==> config.mk <==
export PLATFORM = sky130hd
export DESIGN_NAME = plot_arbiter
export DESIGN_NICKNAME = d
export VERILOG_FILES = /design/src/rtl/plot_arbiter.sv
export SDC_FILE = /design/constraint.sdc
export NUM_CORES = 1
export LEC_CHECK = 0
export CAP_MARGIN = 40
export CORE_ASPECT_RATIO = 0.9
export CORE_MARGIN = 4
export CORE_UTILIZATION = 34
export CTS_CLUSTER_SIZE = 40
export DETAILED_ROUTE_END_ITERATION = 10
export GPL_TIMING_DRIVEN = 0
export PLACE_DENSITY = 0.78
export SYNTH_ARGS = -nofsm -noshare
export SYNTH_HDL_FRONTEND = slang
export SYNTH_SLANG_ARGS = --single-unit
==> constraint.sdc <==
create_clock -name clk -period 2.2 [get_ports clk]
set_input_delay 0.44 -clock clk [delete_from_list [all_inputs] [get_ports clk]]
set_output_delay 0.44 -clock clk [all_outputs]
set_load 0.02 [all_outputs]
==> src/rtl/plot_arbiter.sv <==
// Round-robin arbiter that shares the single VGA plot port among N drawing engines.
// One engine at a time is granted, started, and has its pixel stream muxed out until done or watchdog expiry.
module plot_arbiter #(
    parameter int N       = 4,
    parameter int OWNER_W = $clog2(N),
    parameter int TIMEOUT = 2047,
    parameter int CNT_W   = 11
) (
    input  logic               clk,
    input  logic               reset,
    input  logic [N-1:0]       req,
    input  logic [N-1:0]       done,
    input  logic [8*N-1:0]     x_in,
    input  logic [7*N-1:0]     y_in,
    input  logic [3*N-1:0]     c_in,
    output logic [N-1:0]       start,
    output logic [7:0]         x_out,
    output logic [6:0]         y_out,
    output logic [2:0]         c_out,
    output logic               plot,
    output logic               busy,
    output logic [OWNER_W-1:0] owner,
    output logic               timeout_err
);

    typedef enum logic [1:0] {
        IDLE,
        GRANT,
        DRAW,
        RELEASE
    } state_t;

    localparam logic [OWNER_W-1:0] LAST_ENGINE = OWNER_W'(N - 1);
    localparam logic [CNT_W-1:0]   WDOG_LIMIT  = CNT_W'(TIMEOUT - 1);

    state_t             state_q, state_d;
    logic [OWNER_W-1:0] owner_q, owner_d;
    logic [CNT_W-1:0]   wdog_q, wdog_d;
    logic               err_q, err_d;

    logic [OWNER_W-1:0] winner;
    logic [OWNER_W-1:0] scan_idx;
    logic               found;
    logic               owner_done;
    logic [7:0]         x_sel;
    logic [6:0]         y_sel;
    logic [2:0]         c_sel;

    // Scan starting just after the last owner so the most recent winner has lowest priority.
    always_comb begin
        winner   = owner_q;
        found    = 1'b0;
        scan_idx = '0;
        for (int k = 1; k <= N; k++) begin
            scan_idx = OWNER_W'((int'(owner_q) + k) % N);
            if (!found && req[scan_idx]) begin
                winner = scan_idx;
                found  = 1'b1;
            end
        end
    end

    always_comb begin
        x_sel = '0;
        y_sel = '0;
        c_sel = '0;
        for (int i = 0; i < N; i++) begin
            if (owner_q == OWNER_W'(i)) begin
                x_sel = x_in[8*i +: 8];
                y_sel = y_in[7*i +: 7];
                c_sel = c_in[3*i +: 3];
            end
        end
    end

    assign owner_done = done[owner_q];

    always_comb begin
        state_d = state_q;
        owner_d = owner_q;
        wdog_d  = '0;
        err_d   = err_q;
        case (state_q)
            IDLE: begin
                if (|req) begin
                    owner_d = winner;
                    state_d = GRANT;
                end
            end
            GRANT: begin
                state_d = DRAW;
            end
            DRAW: begin
                wdog_d = wdog_q + CNT_W'(1);
                // A done arriving on the final watchdog cycle counts as a clean finish.
                if (owner_done) begin
                    state_d = RELEASE;
                end else if (wdog_q == WDOG_LIMIT) begin
                    state_d = RELEASE;
                    err_d   = 1'b1;
                end
            end
            RELEASE: begin
                state_d = IDLE;
            end
            default: begin
                state_d = IDLE;
            end
        endcase
    end

    always_ff @(posedge clk) begin
        if (reset) begin
            state_q <= IDLE;
            owner_q <= LAST_ENGINE;
            wdog_q  <= '0;
            err_q   <= 1'b0;
        end else begin
            state_q <= state_d;
            owner_q <= owner_d;
            wdog_q  <= wdog_d;
            err_q   <= err_d;
        end
    end

    // Outputs are forced quiet while reset is held, even before the state register clears.
    always_comb begin
        start = '0;
        plot  = 1'b0;
        x_out = '0;
        y_out = '0;
        c_out = '0;
        busy  = 1'b0;
        if (!reset) begin
            busy = (state_q != IDLE);
            case (state_q)
                GRANT: begin
                    start[owner_q] = 1'b1;
                end
                DRAW: begin
                    plot  = 1'b1;
                    x_out = x_sel;
                    y_out = y_sel;
                    c_out = c_sel;
                end
                default: begin
                    plot = 1'b0;
                end
            endcase
        end
    end

    assign owner       = owner_q;
    assign timeout_err = err_q;

endmodule

### Yosys cells after proc, flatten, opt, wreduce, memory -nomap -nowiden

Cells that the tools add are included.

* register bits after elaboration: 16
* output and inout bits: 27

* $add $sub $neg: 5
* $lt $le $gt $ge: 6
* equality and inequality tests: 9
* muxes and demuxes: 46
* bitwise logic cells: 2
* reductions and logical operators: 16

Operators with widths (count)
* 2-to-1 mux 8 bit: 6
* 2-to-1 mux 7 bit: 6
* 2-to-1 mux 3 bit: 6
* less-than comparator 2 x 3 -> 1 bit, second input constant: 5
* 2-to-1 mux 2 bit: 7
* 2-to-1 mux 1 bit: 12
* adder 11 x 1 -> 11 bit, second input constant: 1
* == test 11 bit, second input constant: 1
* binary-select mux 1 bit (select 2 bit): 5
* == test 2 bit, second input constant: 4
* 2-to-1 mux 4 bit: 2
* case mux 2 bit (4 select lines): 1
* AND reduction 3 bit: 2
* adder 2 x 1 -> 2 bit, second input constant: 2
* adder 2 bit, second input constant: 2
* == test 2 x 1 -> 1 bit, second input constant: 2
* logical AND 1 bit: 4
* logical NOT 2 bit: 2
* nonzero test 4 bit: 1
* OR reduction 4 bit: 1
* logical NOT 1 bit: 3
* inequality test 3 bit, second input constant: 1
* demux 1 bit (select 2 bit): 1
* >= comparator 2 x 1 -> 1 bit, second input constant: 1
* other kinds (5): 6

### Longest topological paths before layout

Gate-level depths: netlist (run 1).

* depth after elaboration: 14
* mapped depth: 8

### Worst setup path after synthesis (run 1)

Ideal clock, no wire load.

* path type: register to output
* start: reg owner_q[0] (netlist: owner[0])
* end: out x_out[0]
* arrival time: 2.069 ns
* required time: 1.760 ns
* setup slack: -0.309 ns
* stages on the path, launching flop included: 9
* buffers on the path: 3
* cells stage by stage: dfxtp_1 > buf_6 > inv_1 > ha_1 > clkbuf_1 > buf_1 > a221oi_1 > a211o_1 > a21oi_1

* word-level cells in the longest chain between the ends: 7

Ends and longest elaborated chain
* start: declaration: RTL line 37 `logic [OWNER_W-1:0] owner_q, owner_d;`
* start signal: assignment: RTL line 120 `owner_q <= owner_d;`
* logical NOT 2 bit: RTL line 68 `if (owner_q == OWNER_W'(i)) begin`
* 2-to-1 mux 8 bit (3 in a row): RTL line 68
* 2-to-1 mux 8 bit *: RTL line 68
* 2-to-1 mux 8 bit *: RTL line 136 `case (state_q)`
* 2-to-1 mux 8 bit *: RTL line 134 `if (!reset) begin`
* end: declaration: RTL line 17 `output logic [7:0] x_out,`

Mark *: on every way between the ends. The rest lies on a longest branch, timed or not.

### Final worst setup path (run 1)

* start: reg owner_q[0] (netlist: owner[0])
* end: out y_out[6]

* word-level cells in the longest chain between the ends: 7

Ends and longest elaborated chain
* logical NOT 2 bit: RTL line 68
* 2-to-1 mux 7 bit (3 in a row): RTL line 68
* 2-to-1 mux 7 bit *: RTL line 68
* 2-to-1 mux 7 bit *: RTL line 136
* 2-to-1 mux 7 bit *: RTL line 134
* end: declaration: RTL line 18 `output logic [6:0] y_out,`

Marked as above.

==> out/qor.txt, run 1 <==
Outcome = complete, but fails checks
Failing checks = setup timing
Hold WS = 464 ps
Largest net degree at the start of global routing = 11
Port bufs = 108
FF-to-FF setup slack = 260 ps
Slew at the pin closest to its max-slew limit = 575 ps
Root Driver = clkbuf_8
DRT antenna net count = 0
Max Transition Viols Final = 0
Critical Path AT = 1890 ps
Nets@finish = 462
First-pass DRT Iterations = 4
Gp weighted congestion = 0.839
GRT Total Usage = 23.7%
DR WL/cell = 18.0 µm
Min Tclk post-route = 2330 ps
Drt initial violations = 53
Netlist cell types = 37
RSZ-0062 raised after global routing = yes
TritonCTS Sinks = 16
Final period utilization = 106%
Die height = 76.2 µm
First-pass GRT wire length = 12.4 mm
DP Cell Count = 410
Mapped Area = 0.00176 mm²
Total power = 3.24 mW
Top cells by area, synth = dfxtp_1 (18%), a211o_1 (9.0%), a221oi_1 (9.0%)
Clock-pin slew on the worst setup and hold paths = 60 ps
Synth area leader = dfxtp_1
DRC Markers = 0
Die Width = 83.8 µm
R2r startpoint = owner[0]$_SDFFE_PP1P_
DRT Wirelength = 7.83 mm
R2R depth = 6
Total CTS buffers = 3
Post-Syn Area per Cell = 7.48 µm²
Hold WC Path Type = reg2reg
Clock buffer depth = 2
# hold bufs at CTS = 0
PwrDens = 861 mW/mm²
Setup ws final = -133 ps
Hold EP = wdog_q[0]$_SDFF_PN0_
Count of boundary I/O pins = 109
Layout cell share with drive strength beyond 1 = 35.0%
Core Util, Final = 76.4%
Most common cell after layout, fill and taps aside = clkdlybuf4s50_1
Startpoint Class = register
H-tree depth = 1
CP required = 1760 ps
Sequential share of the synthesized area = 18.2%
Total number of vias = 2343
Setup WS pre-CTS = -828 ps
Worst setup path class = reg2out
Slew HR = 61.2%
Post-Synthesis Cells = 235
Vias in the first global route = 2456
Most frequent cells in the layout = clkdlybuf4s50_1 (84), inv_1 (24), nand2_1 (22), buf_4 (19)
Worst reg2reg endpoint = owner[1]$_SDFFE_PP1P_
Leak = 1.51 nW
Synth warn = 0
Detail Placement HPWL = 5.01 mm
Critical Path Sink Type = output pin
Syn nets = 326
Final Instance Count excl. Fillers = 434
Core ar. = 0.00492 mm²
Hold_sp = wdog_q[0]$_SDFF_PN0_
Setup violators final = 18
Max-Cap Viols = 0
Number of synthesized register bits = 16
Core Rows = 24
Clk Latency, worst-skew pair = 240 ps
Final hold violations = 0
Maximum clock rate = 429 MHz
Layout Skew = 2.08 ps
Die area = 0.00638 mm²
Area Growth Syn to Fin = 114%
Top cell type's share of synthesized area = 18.2%
VDD IR-drop max = 0.614 mV
Global route overflow = 0
Critical Path Fanout Max = 6
Vias/cell = 5.40
Initial core utilization = 35.7%
Fill cells = 344
Initial antenna violation count = 0
Hold path depth = 1
N_diodes = 0
TritonCTS clock tree = built
## power by group
| group | internal (mW) | switching, mW |
|---|---|---|
| clock network | 0.121 | 0.0901 |
| registers | 0.338 | 0.0436 |
| logic | 1.36 | 1.30 |
| total | 1.81 | 1.43 |
## worst max-delay path by stage
stage / start / endpoint / slack, ps / cells after the start
5_1_grt: owner[0]$_SDFFE_PP1P_ / x_out[1] / -180 / 8
6_report: owner[0]$_SDFFE_PP1P_ / y_out[6] / -130 / 8
3_5_place_dp: owner[1]$_SDFFE_PP1P_ / x_out[5] / -830 / 8
4_1_cts: owner[0]$_SDFFE_PP1P_ / x_out[4] / -160 / 9
3_3_place_gp: reset / y_out[3] / -1020 / 6
2_1_floorplan: owner[1]$_SDFFE_PP1P_ / x_out[0] / 7 / 7
## cell type report
| class | count | area (µm²) | area share (%) |
|---|---|---|---|
| tap | 65 | 81.3 | 2.16 |
| inverter | 26 | 108 | 2.86 |
| buffer | 15 | 209 | 5.55 |
| sequential | 16 | 328 | 8.71 |
| clock buffer | 3 | 41.3 | 1.10 |
| timing repair buffer | 134 | 1390 | 37.0 |
| multi-input combinational | 175 | 1610 | 42.6 |
## through the flow
stage	TNS, ps	cell area, µm²
floorplan	0	1920
global placement	-18170	3080
detailed placement	-14360	3100
CTS	-1640	3740
global route	-2410	3760
finish	-1230	3760
## synth_stat cells
library cell and count:
inv_1 26, a21oi_1 24, nand2_1 22, a211o_1 18
a221oi_1 18, nor2b_1 17, dfxtp_1 16, clkbuf_1 13
nor2_1 13, ha_1 9, nor3_1 7, nand3_1 5
xnor2_1 5, and2_1 4, mux2_2 4, nand2b_1 4
or3_1 3, a211oi_1 2, buf_2 2, mux2i_1 2
mux4_1 2, nor4_1 2, o21ai_0 2, xor2_1 2
a221oi_2 1, a22o_1 1, buf_1 1, buf_6 1
clkbuf_8 1, mux2_4 1, mux4_2 1, nand4_1 1
nor2b_4 1, o21bai_1 1, o22ai_1 1, o311ai_0 1
o41ai_2 1
## sequential cells by signal, indices dropped and copies added (netlist names)
name         cells
state_q          2
timeout_err      1
wdog_q          11
owner            2
## worst max-delay path, cell delays in order, from the launching register on
cell      delay [ps]
dfxtp_4          360
buf_6            120
ha_4             170
buf_6            140
nor2b_4          160
a221oi_2          80
a211o_1          320
a21oi_4          160
buf_6            130
## routing by layer
metal	track usage [%]	wire [µm]	vias up
li1	-	-	1121
met1	27.5	3130	1099
met2	43.3	4030	100
met3	4.11	434	23
met4	8.68	235	0
met5	0	0	-
## timing repair
item,CTS,global route
gates cloned,5,0
pin swaps,30,11
endpoints found under the setup margin,23,24
gates resized for setup,200,16
setup buffers,13,6
## logic make-up after synthesis
family | synth area share, %
compound gates | 29.8
xor+xnor | 3.49
fa+ha+maj | 6.41
buf+inv | 10.5
flops | 18.2
mux | 8.83
simple gates | 22.7
No activity file was read; power rests on OpenSTA's default activity.
==> inputs of run 2 (changes only) <==
ABC_AREA = 1   (was default)
CORE_UTILIZATION = 33   (was 34)
PLACE_DENSITY = 0.77   (was 0.78)
==> out/qor.txt, run 2 <==
Outcome = complete, but fails checks (unchanged)
Failing checks = setup timing (unchanged)
Commonest cells in the netlist = a21oi_1 (61), nand2_1 (45), nor2_1 (38) (was inv_1 (26), a21oi_1 (24), nand2_1 (22))
Root Driver = clkbuf_8 (unchanged)
TritonCTS clock tree = built (unchanged)
DRC Markers = 0 (unchanged)
Area Growth Syn to Fin = 98.8% (was 114%)
Number of synthesized flops with an enable pin = 0 (unchanged)
Detail Placement HPWL = 5.06 mm (was 5.01 mm)
Largest net degree at the start of global routing = 11 (unchanged)
Clock-pin slew on the worst setup and hold paths = 60 ps (about the same)
PwrDens = 886 mW/mm² (was 861 mW/mm²)
Synth warn = 0 (unchanged)
Initial core utilization = 34.3% (was 35.7%)
Largest Register = wdog_q (unchanged)
Layout Skew = 4.19 ps (was 2.08 ps)
Clk pwr share = 7.2% (was 6.5%)
Top cells by area, synth = dfxtp_1 (19%), a21oi_1 (18%), nand2_1 (10%) (was dfxtp_1 (18%), a211o_1 (9.0%), a221oi_1 (9.0%))
Final Instance Count excl. Fillers = 475 (was 434)
Critical Path Sink Type = output pin (unchanged)
Internal power = 1.59 mW (was 1.81 mW)
Slew HR = 76.6% (was 61.2%)
CP required = 1760 ps (about the same)
R2R depth = 11 (was 6)
Worst reg2reg endpoint = owner[1]$_SDFFE_PP1P_ (unchanged)
Layout cell share with drive strength beyond 1 = 26.3% (was 35.0%)
TritonCTS Sinks = 16 (unchanged)
Setup ws final = -136 ps (was -133 ps)
Total number of vias = 2416 (was 2343)
Startpoint Class = register (unchanged)
Initial antenna violation count = 0 (unchanged)
Leak = 1.35 nW (was 1.51 nW)
Hold path depth = 2 (was 1)
Drt initial violations = 83 (was 53)
RSZ-0062 raised after global routing = yes (unchanged)
Critical Path AT = 1900 ps (was 1890 ps)
Hold WS = 437 ps (was 464 ps)
Hold WC Path Type = in2reg (was reg2reg)
Number of synthesized register bits = 16 (unchanged)
N_diodes = 0 (unchanged)
Port bufs = 107 (was 108)
VDD IR-drop max = 0.477 mV (was 0.614 mV)
Top cell type's share of synthesized area = 19.1% (was 18.2%)
Max reg flops = 11 (unchanged)
DRT Wirelength = 6.97 mm (was 7.83 mm)
Final hold violations = 0 (unchanged)
Clk Latency, worst-skew pair = 250 ps (was 240 ps)
DR WL/cell = 14.7 µm (was 18.0 µm)
Core ar. = 0.00489 mm² (was 0.00492 mm²)
Synth area leader = dfxtp_1 (unchanged)
FF-to-FF setup slack = 650 ps (was 260 ps)
Post-Synthesis Cells = 281 (was 235)
Final period utilization = 106% (about the same)
Min Tclk post-route = 2340 ps (was 2330 ps)
First-pass GRT wire length = 10.5 mm (was 12.4 mm)
DRT antenna net count = 0 (unchanged)
Vias in the first global route = 2171 (was 2456)
Most frequent cells in the layout = clkdlybuf4s50_1 (83), nand2_1 (45), a21oi_1 (36), nor2_1 (35) (was clkdlybuf4s50_1 (84), inv_1 (24), nand2_1 (22), buf_4 (19))
Logic pwr share = 80.2% (was 81.7%)
Maximum clock rate = 428 MHz (was 429 MHz)
Clock buffer depth = 2 (unchanged)
Netlist cell types = 25 (was 37)
Syn nets = 372 (was 326)
Ys flop type = dfxtp_1 (unchanged)
Count of boundary I/O pins = 109 (unchanged)
Die area = 0.00629 mm² (was 0.00638 mm²)
Sw frac = 46.2% (was 44.1%)
Hold EP = timeout_err$_SDFFE_PP0P_ (was wdog_q[0]$_SDFF_PN0_)
Global route overflow = 0 (unchanged)
Worst setup path class = reg2out (unchanged)
Most common cell in the netlist = a21oi_1 (was inv_1)
Sequential share of power = 12.6% (was 11.8%)
Psw = 1.37 mW (was 1.43 mW)
Vias/cell = 5.09 (was 5.40)
Final instance area = 0.00334 mm² (was 0.00376 mm²)
Register area = 328 µm² (unchanged)
Total CTS buffers = 3 (unchanged)
Max Transition Viols Final = 0 (unchanged)
Die height = 75.6 µm (was 76.2 µm)
Die Width = 83.2 µm (was 83.8 µm)
Gp weighted congestion = 0.857 (was 0.839)
First-pass DRT Iterations = 5 (was 4)
Post-DP Area = 0.00287 mm² (was 0.00310 mm²)
Hold_sp = reset (was wdog_q[0]$_SDFF_PN0_)
H-tree depth = 1 (unchanged)
Slew at the pin closest to its max-slew limit = 347 ps (was 575 ps)
DP Cell Count = 453 (was 410)
Multi-input logic area = 0.00134 mm² (was 0.00161 mm²)
Critical Path Fanout Max = 5 (was 6)
Mapped Area = 0.00168 mm² (was 0.00176 mm²)
GRT Total Usage = 20.4% (was 23.7%)
Sequential share of the synthesized area = 19.1% (was 18.2%)
Nets@finish = 503 (was 462)
Fill cells = 397 (was 344)
Max-Cap Viols = 0 (unchanged)
R2r startpoint = owner[0]$_SDFFE_PP1P_ (unchanged)
Post-synth ARST share = 0% (unchanged)
Post-Syn Area per Cell = 5.97 µm² (was 7.48 µm²)
Setup violators final = 18 (unchanged)
Core Rows = 24 (unchanged)
Most common cell after layout, fill and taps aside = clkdlybuf4s50_1 (unchanged)
==> run 2: power groups by stage <==
stage	sequential [mW]	combinational [mW]	clock [mW]
global route	0.383	2.56	0.233
finish	0.373	2.37	0.213
detailed placement	0.377	1.74	0
CTS	0.370	2.14	0.224
floorplan	0.383	1.18	0
global placement	0.374	1.72	0
==> run 2: what timing repair did <==
action | 4_1_cts | 5_1_grt
buffers inserted | 10 | 6
pin swaps | 4 | 9
gates cloned | 3 | 2
hold buffers | 0 | 0
setup endpoints to repair | 23 | 23
resized for setup | 151 | 33
==> run 2: how the worst max path moves through the flow <==
stage	startpoint	end	slack, ps	cells past startpoint
finish	owner[0]$_SDFFE_PP1P_	x_out[7]	-140	9
global route	owner[0]$_SDFFE_PP1P_	x_out[7]	-190	9
CTS	owner[0]$_SDFFE_PP1P_	y_out[5]	-110	9
detailed placement	owner[0]$_SDFFE_PP1P_	y_out[4]	-530	9
global placement	owner[0]$_SDFFE_PP1P_	y_out[5]	-520	8
floorplan	owner[0]$_SDFFE_PP1P_	c_out[2]	60	8
==> run 2: area by class of cell <==
class | instances | area share [%]
buffer | 14 | 4.35
clock buffer | 3 | 1.24
inverter | 19 | 2.96
multi-input combinational | 230 | 40.1
sequential | 16 | 9.83
tap | 65 | 2.44
timing repair buffer | 127 | 38.7
timing repair inverter | 1 | 0.338
==> run 2: kinds of logic (layout without fill, tap and decap cells) <==
kind of cell / after synthesis / count (layout) / share of synthesized area [%]
compound gates: 87 / 87 / 26.0
xor+xnor: 1 / 1 / 0.522
fa+ha+maj: 9 / 9 / 6.71
buf+inv: 35 / 164 / 11.6
flops: 16 / 16 / 19.1
simple gates: 133 / 133 / 36.0
==> run 2: worst max-delay path, stage by stage (launching register included) <==
cell      delay, ps
dfxtp_4         360
buf_6           130
clkinv_8         60
ha_4            140
buf_6           130
buf_8           120
a21oi_2          50
or3_4           380
a21oi_2         140
buf_4           150
==> run 2: per-layer routing <==
| metal | part of all wire, % | track usage, % | wire length, µm |
|---|---|---|---|
| met5 | 0 | 0 | 0 |
| met1 | 43 | 26.2 | 2990 |
| met3 | 6.7 | 4.76 | 469 |
| met4 | 0.90 | 3.09 | 63 |
| met2 | 50 | 36.0 | 3450 |
==> run 2: metrics by stage <==
stage	utilization [%]	total power, mW	worst slack (ps)	TNS [ps]
finish	68.1	2.95	-136	-1520
global route	68.1	3.18	-194	-2600
CTS	64.6	2.73	-111	-1230
detailed placement	58.6	2.11	-531	-9110
global placement	58.6	2.09	-524	-8980
floorplan	-	1.57	55.9	0
